## src/rtl/mult_pkg.sv

```systemverilog
// +----------------------------------------------------------------------------+
// | mult_pkg : shared types and helpers for the Booth multiplier family         |
// | Rev 1.0  : initial release                                                  |
// +----------------------------------------------------------------------------+
`default_nettype none

package mult_pkg;

    typedef enum logic [1:0] {
        IDLE = 2'd0,
        RUN  = 2'd1,
        DONE = 2'd2
    } state_t;

    typedef struct packed {
        logic neg;
        logic two;
        logic zero;
    } booth_digit_t;

    // Even internal width with at least one guard bit above the operand.
    function automatic int ext_width(input int width);
        return (width % 2 == 0) ? width + 2 : width + 1;
    endfunction

endpackage

`default_nettype wire

```

## src/rtl/booth_r4_enc.sv

```systemverilog
// +----------------------------------------------------------------------------+
// | booth_r4_enc : radix-4 Booth recoder, triplet {b1,b0,b_prev} -> digit       |
// | Rev 1.0      : initial release                                              |
// +----------------------------------------------------------------------------+
`default_nettype none

module booth_r4_enc
    import mult_pkg::*;
(
    input  logic [2:0]   trip_i,
    output booth_digit_t digit_o
);

    always_comb begin
        digit_o.zero = (trip_i == 3'b000) || (trip_i == 3'b111);
        digit_o.two  = (trip_i == 3'b011) || (trip_i == 3'b100);
        digit_o.neg  = trip_i[2] & ~(trip_i[1] & trip_i[0]);
    end

endmodule

`default_nettype wire

```

## src/rtl/booth_r4_mult.sv

```systemverilog
// +----------------------------------------------------------------------------+
// | booth_r4_mult : iterative radix-4 Booth multiplier, valid/ready handshakes  |
// | Option BOOTH_MULT_ACC_EN adds in_acc, result = a*b + in_acc.                |
// | Rev 1.0       : initial release                                             |
// +----------------------------------------------------------------------------+
`default_nettype none

module booth_r4_mult
    import mult_pkg::*;
#(
    parameter int WIDTH = 16
) (
    input  logic                 clk,
    input  logic                 rst,
    input  logic                 flush,
    input  logic                 in_valid,
    output logic                 in_ready,
    input  logic                 in_signed,
    input  logic [WIDTH-1:0]     in_a,
    input  logic [WIDTH-1:0]     in_b,
`ifdef BOOTH_MULT_ACC_EN
    input  logic [2*WIDTH-1:0]   in_acc,
`endif
    output logic                 out_valid,
    input  logic                 out_ready,
    output logic [2*WIDTH-1:0]   out_prod
);

    localparam int EW = ext_width(WIDTH);
    localparam int N  = EW / 2;
    localparam int CW = (N > 1) ? $clog2(N) : 1;
    localparam int PH = 2 * WIDTH - EW + 1;

    state_t              state_q;
    logic [EW+1:0]       acc_q;
    logic [EW-1:0]       a_q;
    logic [EW-1:0]       b_q;
    logic                bprev_q;
    logic [CW-1:0]       cnt_q;
    logic [2*WIDTH-1:0]  prod_q;
    logic                in_ready_q;
    logic                out_valid_q;
`ifdef BOOTH_MULT_ACC_EN
    logic [2*WIDTH-1:0]  addin_q;
`endif

    logic [EW-1:0]       a_ext_d;
    logic [EW-1:0]       b_ext_d;
    booth_digit_t        digit;
    logic [EW+1:0]       a_sx;
    logic [EW+1:0]       a_x2;
    logic [EW+1:0]       mag;
    logic [EW+1:0]       addend;
    logic [EW+1:0]       sum;
    logic [EW+1:0]       acc_d;
    logic [EW-1:0]       b_d;
    logic [2*WIDTH-1:0]  prod_d;

    booth_r4_enc u_enc (
        .trip_i  ({b_q[1:0], bprev_q}),
        .digit_o (digit)
    );

    always_comb begin
        a_ext_d = {{(EW-WIDTH){in_signed & in_a[WIDTH-1]}}, in_a};
        b_ext_d = {{(EW-WIDTH){in_signed & in_b[WIDTH-1]}}, in_b};
        a_sx    = {{2{a_q[EW-1]}}, a_q};
        a_x2    = {a_q[EW-1], a_q, 1'b0};
        mag     = digit.two ? a_x2 : a_sx;
        addend  = '0;
        if (!digit.zero) begin
            addend = digit.neg ? -mag : mag;
        end
        sum     = acc_q + addend;
        // {acc,B} >>> 2 after the add; the product is the low 2*WIDTH bits of that pair.
        acc_d   = {{2{sum[EW+1]}}, sum[EW+1:2]};
        b_d     = {sum[1:0], b_q[EW-1:2]};
        prod_d  = {sum[PH:0], b_q[EW-1:2]};
    end

    always_ff @(posedge clk or posedge rst) begin
        if (rst) begin
            state_q     <= IDLE;
            acc_q       <= '0;
            a_q         <= '0;
            b_q         <= '0;
            bprev_q     <= 1'b0;
            cnt_q       <= '0;
            prod_q      <= '0;
            in_ready_q  <= 1'b1;
            out_valid_q <= 1'b0;
`ifdef BOOTH_MULT_ACC_EN
            addin_q     <= '0;
`endif
        end else if (flush) begin
            state_q     <= IDLE;
            in_ready_q  <= 1'b1;
            out_valid_q <= 1'b0;
        end else begin
            case (state_q)
                IDLE: begin
                    if (in_valid) begin
                        a_q        <= a_ext_d;
                        b_q        <= b_ext_d;
                        bprev_q    <= 1'b0;
                        acc_q      <= '0;
                        cnt_q      <= CW'(N - 1);
`ifdef BOOTH_MULT_ACC_EN
                        addin_q    <= in_acc;
`endif
                        in_ready_q <= 1'b0;
                        state_q    <= RUN;
                    end
                end
                RUN: begin
                    acc_q   <= acc_d;
                    b_q     <= b_d;
                    bprev_q <= b_q[1];
                    if (cnt_q == '0) begin
`ifdef BOOTH_MULT_ACC_EN
                        prod_q <= prod_d + addin_q;
`else
                        prod_q <= prod_d;
`endif
                        out_valid_q <= 1'b1;
                        state_q     <= DONE;
                    end else begin
                        cnt_q <= cnt_q - 1'b1;
                    end
                end
                DONE: begin
                    if (out_ready) begin
                        out_valid_q <= 1'b0;
                        in_ready_q  <= 1'b1;
                        state_q     <= IDLE;
                    end
                end
                default: begin
                    state_q     <= IDLE;
                    in_ready_q  <= 1'b1;
                    out_valid_q <= 1'b0;
                end
            endcase
        end
    end

    assign in_ready  = in_ready_q;
    assign out_valid = out_valid_q;
    assign out_prod  = prod_q;

endmodule

`default_nettype wire

```

## config.mk

```make
export PLATFORM = sky130hd
export DESIGN_NAME = booth_r4_mult
export DESIGN_NICKNAME = d
export VERILOG_FILES = /design/src/rtl/mult_pkg.sv /design/src/rtl/booth_r4_enc.sv /design/src/rtl/booth_r4_mult.sv
export SDC_FILE = /design/constraint.sdc
export NUM_CORES = 1
export LEC_CHECK = 0
export ABC_AREA = 1
export BUFFER_PORTS_ARGS = -buffer_cell sky130_fd_sc_hd__buf_2
export CAP_MARGIN = 40
export CORE_MARGIN = 2
export CORE_UTILIZATION = 26
export CTS_BUF_LIST = sky130_fd_sc_hd__clkbuf_2
export DETAILED_ROUTE_END_ITERATION = 6
export GPL_TIMING_DRIVEN = 0
export SYNTH_ARGS = -nofsm -noshare
export SYNTH_HDL_FRONTEND = slang
export SYNTH_SLANG_ARGS = --single-unit
```

## constraint.sdc

```tcl
create_clock -name clk -period 9.01 [get_ports clk]
set_clock_uncertainty 0.15 [all_clocks]
set_input_delay 1.3515 -clock clk [delete_from_list [all_inputs] [get_ports clk]]
set_output_delay 1.3515 -clock clk [all_outputs]
set_load 0.05 [all_outputs]
```

==> impl_results.md, run 1 <==
* Outcome: completed
* RSZ-0062 raised after global routing: false
* FF/Latch Area at 2350 um^2
* Initial antenna violation count at 1
* Nets@finish at 860
* Asr flop ratio synth at 100%
* Clock latency on the worst-skew pair at 0.63 ns
* Sequential area share after synthesis at 43.6%
* Worst Setup Start Kind: flop
* Postcts setup bufs at 0
* Hold Path Sink: out_prod[24]
* Synth Register Bits at 94
* Setup TNS Final at 0 ns
* Net Count, Synth at 777
* Post-synth EDFFs at 0
* # fillers at 2261
* Max stage delay on crit path at 0.48 ns
* Starting Density at 26.6%
* Reg-to-Reg End: acc_q[12]
* CP required at 9.44 ns
* Final hold viol count at 0
* Worst slack, placed at 4.86 ns
* Crit path capture type: flop
* Core region area at 20300 um^2
* Clock Tree Buf Depth at 2
* First-pass GRT wire length at 24.1 mm
* Commonest cells after routing, fill and taps aside: 214 x nand2_1, 104 x o21ai_0, 93 x dfrtp_1, 73 x inv_1, 71 x buf_2
* # clock sinks at 94
* Area of the multi-input gates at 2680 um^2
* Die height at 148 um
* Avg Cell Area, Syn at 7.54 um^2
* Layout area overhead at 15.0%
* Die W at 148 um
* CP delay by family, top: compound AO/OA/AOI/OAI gates
* Crit path buf inv count at 4
* Clock edge transition at the registers on the reported setup and hold paths at 0.26 ns
* Congestion Overflow GR at 0
* CTS tree: done
* Largest net degree at the start of global routing at 50
* Slew Limit Fails at 0
* Relative slew slack at 59.1%
* Via count at 4861
* Total Wirelength at 14.2 mm
* Synth area leaders: dfrtp_1 43%, nand2_1 15%, o21ai_0 9.6%
* Max Cap Viol at 0
* Hold crit path type: reg2reg
* Antenna viol nets, final at 0
* Most used DFF post-synth: dfrtp_1
* Tcrit/Tclk final at 47.3%
* PnR worst setup slack at 4.75 ns
* Full die area at 21900 um^2
* Initial drt markers at 338
* IO Pins at 72
* Final Setup Violations at 0
* Post-DP HPWL at 11.1 mm
* DR WL/cell at 13.2 um
* Worst-path cell chain: inv_2 > nand3_2 > nand2_4 > buf_6 > nand2_1 > o21ai_0 > inv_1 > ha_1 > nor2_1 > nor2_1 > o21ai_0 > fa_1 > inv_1 > nand2_1 > o21ai_1 > a21oi_1 > o21ai_1 > a21boi_0 > o21ai_0 > xor2_1 > nand2_1 > nand2_1
* Crit-path max FO at 10
* Synth top area share at 43.1%
* Tmin final at 4.26 ns
* Critical-path top delay cell: dfrtp_1
* Hold_buf cts at 0
* YS warnings at 0
* Cells after synthesis at 716
* DRC Markers at 0
* TritonRoute pass-1 iters at 5
* CP most frequent cell: nand2_1
* Post-CTS resize count at 0
* Critical path class: reg2reg
* Share of cells above drive strength 1 at 13.9%
* Post-Syn Area at 5400 um^2
* Worst r2r path cells at 22
* Gr usage total at 13.7%
* Hold wc startpoint: out_prod[24]
* Vias in the first global route at 4716
* Min-Delay Path Depth at 2
* Vias/cell at 4.52
* Rows at 52
* Clk root buf: clkbuf_2
* Most common cell after layout, fill and taps aside: nand2_1
* Critical R2R Launch: b_q[1]
* GP Congestion at 0.889
* Reg2reg setup slack at 4.75 ns
* CP arrival at 4.69 ns
* CTS buffer count at 9
* # H-tree levels at 3
* Largest area contributor in the netlist: dfrtp_1
* Final Core Density at 30.6%
* Max Freq at 0.235 GHz
* Yosys cell types at 40
* Slew @ Worst Pin at 0.614 ns
* Buffers on Ports at 71
-- cells in the mapped netlist, drive strengths merged (2+ instances only) --
master / n
a21boi: 2
ha: 22
nand4: 4
dfrtp: 93
a22oi: 2
o31ai: 2
nand3: 28
inv: 77
a21oi: 35
or2: 2
clkbuf: 18
xnor2: 4
a21o: 4
xor2: 6
o211ai: 18
nand2: 223
o21a: 2
o22ai: 2
a31o: 2
nor2: 45
o21ai: 112
nor3: 4
-- metrics by stage --
stage | instance area [um^2] | hold slack [ns] | std cells
2_1_floorplan | 5400 | 0.305 | 716
3_3_place_gp | 6090 | 0.312 | 1057
3_5_place_dp | 6120 | 0.315 | 1058
4_1_cts | 6210 | 0.369 | 1074
5_1_grt | 6210 | 0.394 | 1075
6_report | 6210 | 0.361 | 1075
-- flip-flops by register name, summed over array words and instances (netlist names) --
register and cells:
b_q 18, bprev_q 1, state_q 2, out_valid 1, out_prod 32, acc_q 18
in_ready 1, a_q 17, cnt_q 4
-- layer usage --
metal | global-route usage (%) | share of wire, % | vias up
met5 | 0 | 0 | -
met4 | 5.24 | 2.0 | 0
met3 | 1.90 | 2.7 | 19
met2 | 21.8 | 45 | 86
met1 | 19.0 | 50 | 2226
li1 | - | - | 2530
-- kinds of logic (layout without fill, tap and decap cells) --
group,Yosys count,in the layout,synth area share (%)
flip-flops,94,94,43.6
other,0,1,0
AO/OA/AOI/OAI,183,183,18.7
adder cells (fa/ha/maj),23,23,5.47
buffers and inverters,96,184,6.81
XOR/XNOR,10,10,1.62
AND/OR/NAND/NOR,310,310,23.8
-- final cells by class --
| type | count | area share (%) |
|---|---|---|
| flip-flops and latches | 94 | 37.9 |
| repair buffers | 72 | 6.16 |
| clock inverters | 7 | 0.665 |
| well taps | 270 | 5.44 |
| diodes | 1 | 0.0403 |
| clock buffers | 9 | 0.725 |
| plain buffers | 19 | 1.27 |
| multi-input cells | 526 | 43.1 |
| inverters | 77 | 4.69 |
-- worst min-delay path: cells and delay by family (launching register included) --
| family | cells | cell delay [ns] |
|---|---|---|
| compound gates | 1 | 0.06 |
| simple gates | 1 | 0.05 |
| flops | 1 | 0.39 |
-- worst max path at each step --
| stage | startpoint | cells past startpoint | slack, ns | endpoint |
|---|---|---|---|---|
| 2_1_floorplan | rst | 1 | 5.06 | a_q[0] |
| 3_3_place_gp | rst | 2 | 3.82 | a_q[14] |
| 3_5_place_dp | b_q[1] | 22 | 4.86 | acc_q[12] |
| 4_1_cts | b_q[1] | 22 | 4.78 | acc_q[12] |
| 5_1_grt | b_q[1] | 22 | 4.34 | acc_q[12] |
| 6_report | b_q[1] | 22 | 4.75 | acc_q[12] |
Power of run 1 is not shown: default switching activity piles up to over one toggle a cycle in this logic, so the estimate is an artifact.
==> run 2, diff against run 1 <==
- clock period: 9.01 -> 3.95 ns (I/O delays scaled with it)
==> run 2 against run 1 <==
Final cell count up 3.0%. Fmax grew 16%. Die area unchanged. Core utilization increased by 2.8 points. Critical path depth rose by 2. Non-clock buffer count up 32. Highest routed layer unchanged.
==> impl_results.md, run 2 (same netlist as run 1, synthesis figures left out) <==
* Outcome: completed
* DR WL/cell at 13.5 um (+2.2%)
* Clock Tree Buf Depth at 2 (unchanged)
* Initial drt markers at 348 (+3.0%)
* Area of the multi-input gates at 2950 um^2 (+10%)
* Worst-path cell chain: nor2_2 > nand2_2 > nand2_4 > buf_6 > o21ai_2 > inv_1 > ha_2 > nand3b_1 > nor2_2 > nand3_2 > buf_6 > a22oi_2 > a31o_2 > inv_2 > ha_4 > a21oi_4 > o21ai_2 > a211oi_2 > nand3_2 > a21oi_2 > inv_1 > nand3_2 > nand3_1 > nand2_1
* CP most frequent cell: nand3_2
* # H-tree levels at 3 (unchanged)
* RSZ-0062 raised after global routing: true
* Layout area overhead at 25.4%
* DRC Markers at 0 (unchanged)
* CTS tree: done
* Final instance area at 6770 um^2 (+9.0%)
* CTS buffer count at 9 (unchanged)
* # fillers at 2207 (-2.4%)
* # clock sinks at 94 (unchanged)
* Setup TNS Final at 0 ns (unchanged)
* Relative slew slack at 59.5% (+0.39 points)
* Crit path capture type: flop
* Vias/cell at 4.56 (+0.85%)
* Critical-path top delay cell: dfrtp_2
* FF/Latch Area at 2360 um^2 (+0.11%)
* Die height at 148 um (unchanged)
* Clk root buf: clkbuf_2
* CP arrival at 4.12 ns (-0.57 ns)
* Max FFs per register at 32 (unchanged)
* Max Cap Viol at 0 (unchanged)
* Share of cells above drive strength 1 at 21.5% (+7.6 points)
* Total Wirelength at 15.0 mm (+5.2%)
* Slew Limit Fails at 0 (unchanged)
* Crit path buf inv count at 5 (+1)
* Nets@finish at 892 (+3.7%)
* Post-DP HPWL at 11.1 mm (unchanged)
* Starting Density at 26.6% (unchanged)
* Full die area at 21900 um^2 (unchanged)
* Via count at 5048 (+3.8%)
* GP Congestion at 0.889 (unchanged)
* Rows at 52 (unchanged)
* Hold crit path type: in2reg
* IO Pins at 72 (unchanged)
* First-pass GRT wire length at 24.3 mm (+0.54%)
* Tmin final at 3.69 ns (-0.573 ns)
* CP delay by family, top: simple AND/OR/NAND/NOR gates
* Die W at 148 um (unchanged)
* Max stage delay on crit path at 0.50 ns (+0.02 ns)
* Congestion Overflow GR at 0 (unchanged)
* Most common cell after layout, fill and taps aside: nand2_1
* Gr usage total at 13.8% (+0.079 points)
* Placed cell area at 6120 um^2 (unchanged)
* Critical path class: reg2reg
* Antenna viol nets, final at 0 (unchanged)
* Crit-path max FO at 5 (-5)
* Final hold viol count at 0 (unchanged)
* Tcrit/Tclk final at 93.3% (+46 points)
* Hold slack at 0.0856 ns (-0.275 ns)
* Final Setup Violations at 0 (unchanged)
* Commonest cells after routing, fill and taps aside: 207 x nand2_1, 91 x o21ai_0, 91 x dfrtp_1, 71 x inv_1, 71 x buf_2
* Clock edge transition at the registers on the reported setup and hold paths at 0.26 ns (about the same)
* Initial antenna violation count at 1 (unchanged)
* TritonRoute pass-1 iters at 5 (unchanged)
* Clock latency on the worst-skew pair at 0.62 ns (about the same)
* Buffers on Ports at 71 (unchanged)
* Core region area at 20300 um^2 (unchanged)
* Max Freq at 0.271 GHz (+16%)
* Vias in the first global route at 4771 (+1.2%)
* CP required at 4.38 ns (-5.06 ns)
* Slew @ Worst Pin at 0.608 ns (-0.00586 ns)
* Worst Setup Start Kind: flop
* Largest net degree at the start of global routing at 50 (unchanged)
==> run 2: path summary, 6_finish.rpt <==
| check | start | to | slack, ns | cells after the start |
|---|---|---|---|---|
| setup / recovery | b_q[0] | acc_q[18] | 0.26 | 24 |
| min in group asynchronous | rst | out_prod[12] | 0.43 | 3 |
| hold reg to reg | out_prod[24] | out_prod[24] | 0.36 | 2 |
| hold / removal | in_b[11] | b_q[11] | 0.09 | 3 |
| max in group asynchronous | rst | in_ready | 2.52 | 4 |
| setup reg to reg | b_q[0] | acc_q[18] | 0.26 | 24 |
==> run 2: cell type report <==
cell class	count	share of cell area, %
sequential	94	34.8
timing repair buffer	104	9.88
multi-input combinational	526	43.6
clock inverter	7	0.610
antenna	1	0.0369
buffer	19	1.18
inverter	77	4.30
tap	270	4.99
clock buffer	9	0.665
==> run 2: repair_timing <==
action	CTS	global route
setup endpoints to repair	6	22
hold buffers	17	0
pin swaps	3	23
gates resized for setup	9	69
hold endpoints to repair	61	0
setup buffers	2	13
gates cloned	0	0
==> run 2: metal layers <==
layer,share of wire [%],up-vias,global-route usage (%)
met5,0,-,0
met4,1.4,0,5.43
met3,2.9,15,1.87
met2,48,79,22.0
met1,48,2351,19.0
li1,-,2603,-
==> run 2: worst reg2reg max path: cells and delay by family (launching register included) <==
kind | cells | cell delay [ns]
compound gates | 7 | 1.01
fa+ha+maj | 2 | 0.42
buf+inv | 5 | 0.46
flops | 1 | 0.50
simple gates | 10 | 1.11
==> run 2: per-stage QoR <==
stage          cells  utilization (%)  worst slack [ns]
6_report        1107             33.4             0.264
5_1_grt         1107             33.4           -0.0624
4_1_cts         1093             31.6           0.00744
3_5_place_dp    1058             30.2            -0.203
3_3_place_gp    1057             30.0            -0.484
2_1_floorplan    716                -             0.513
Power of run 2 is left out for the same reason.
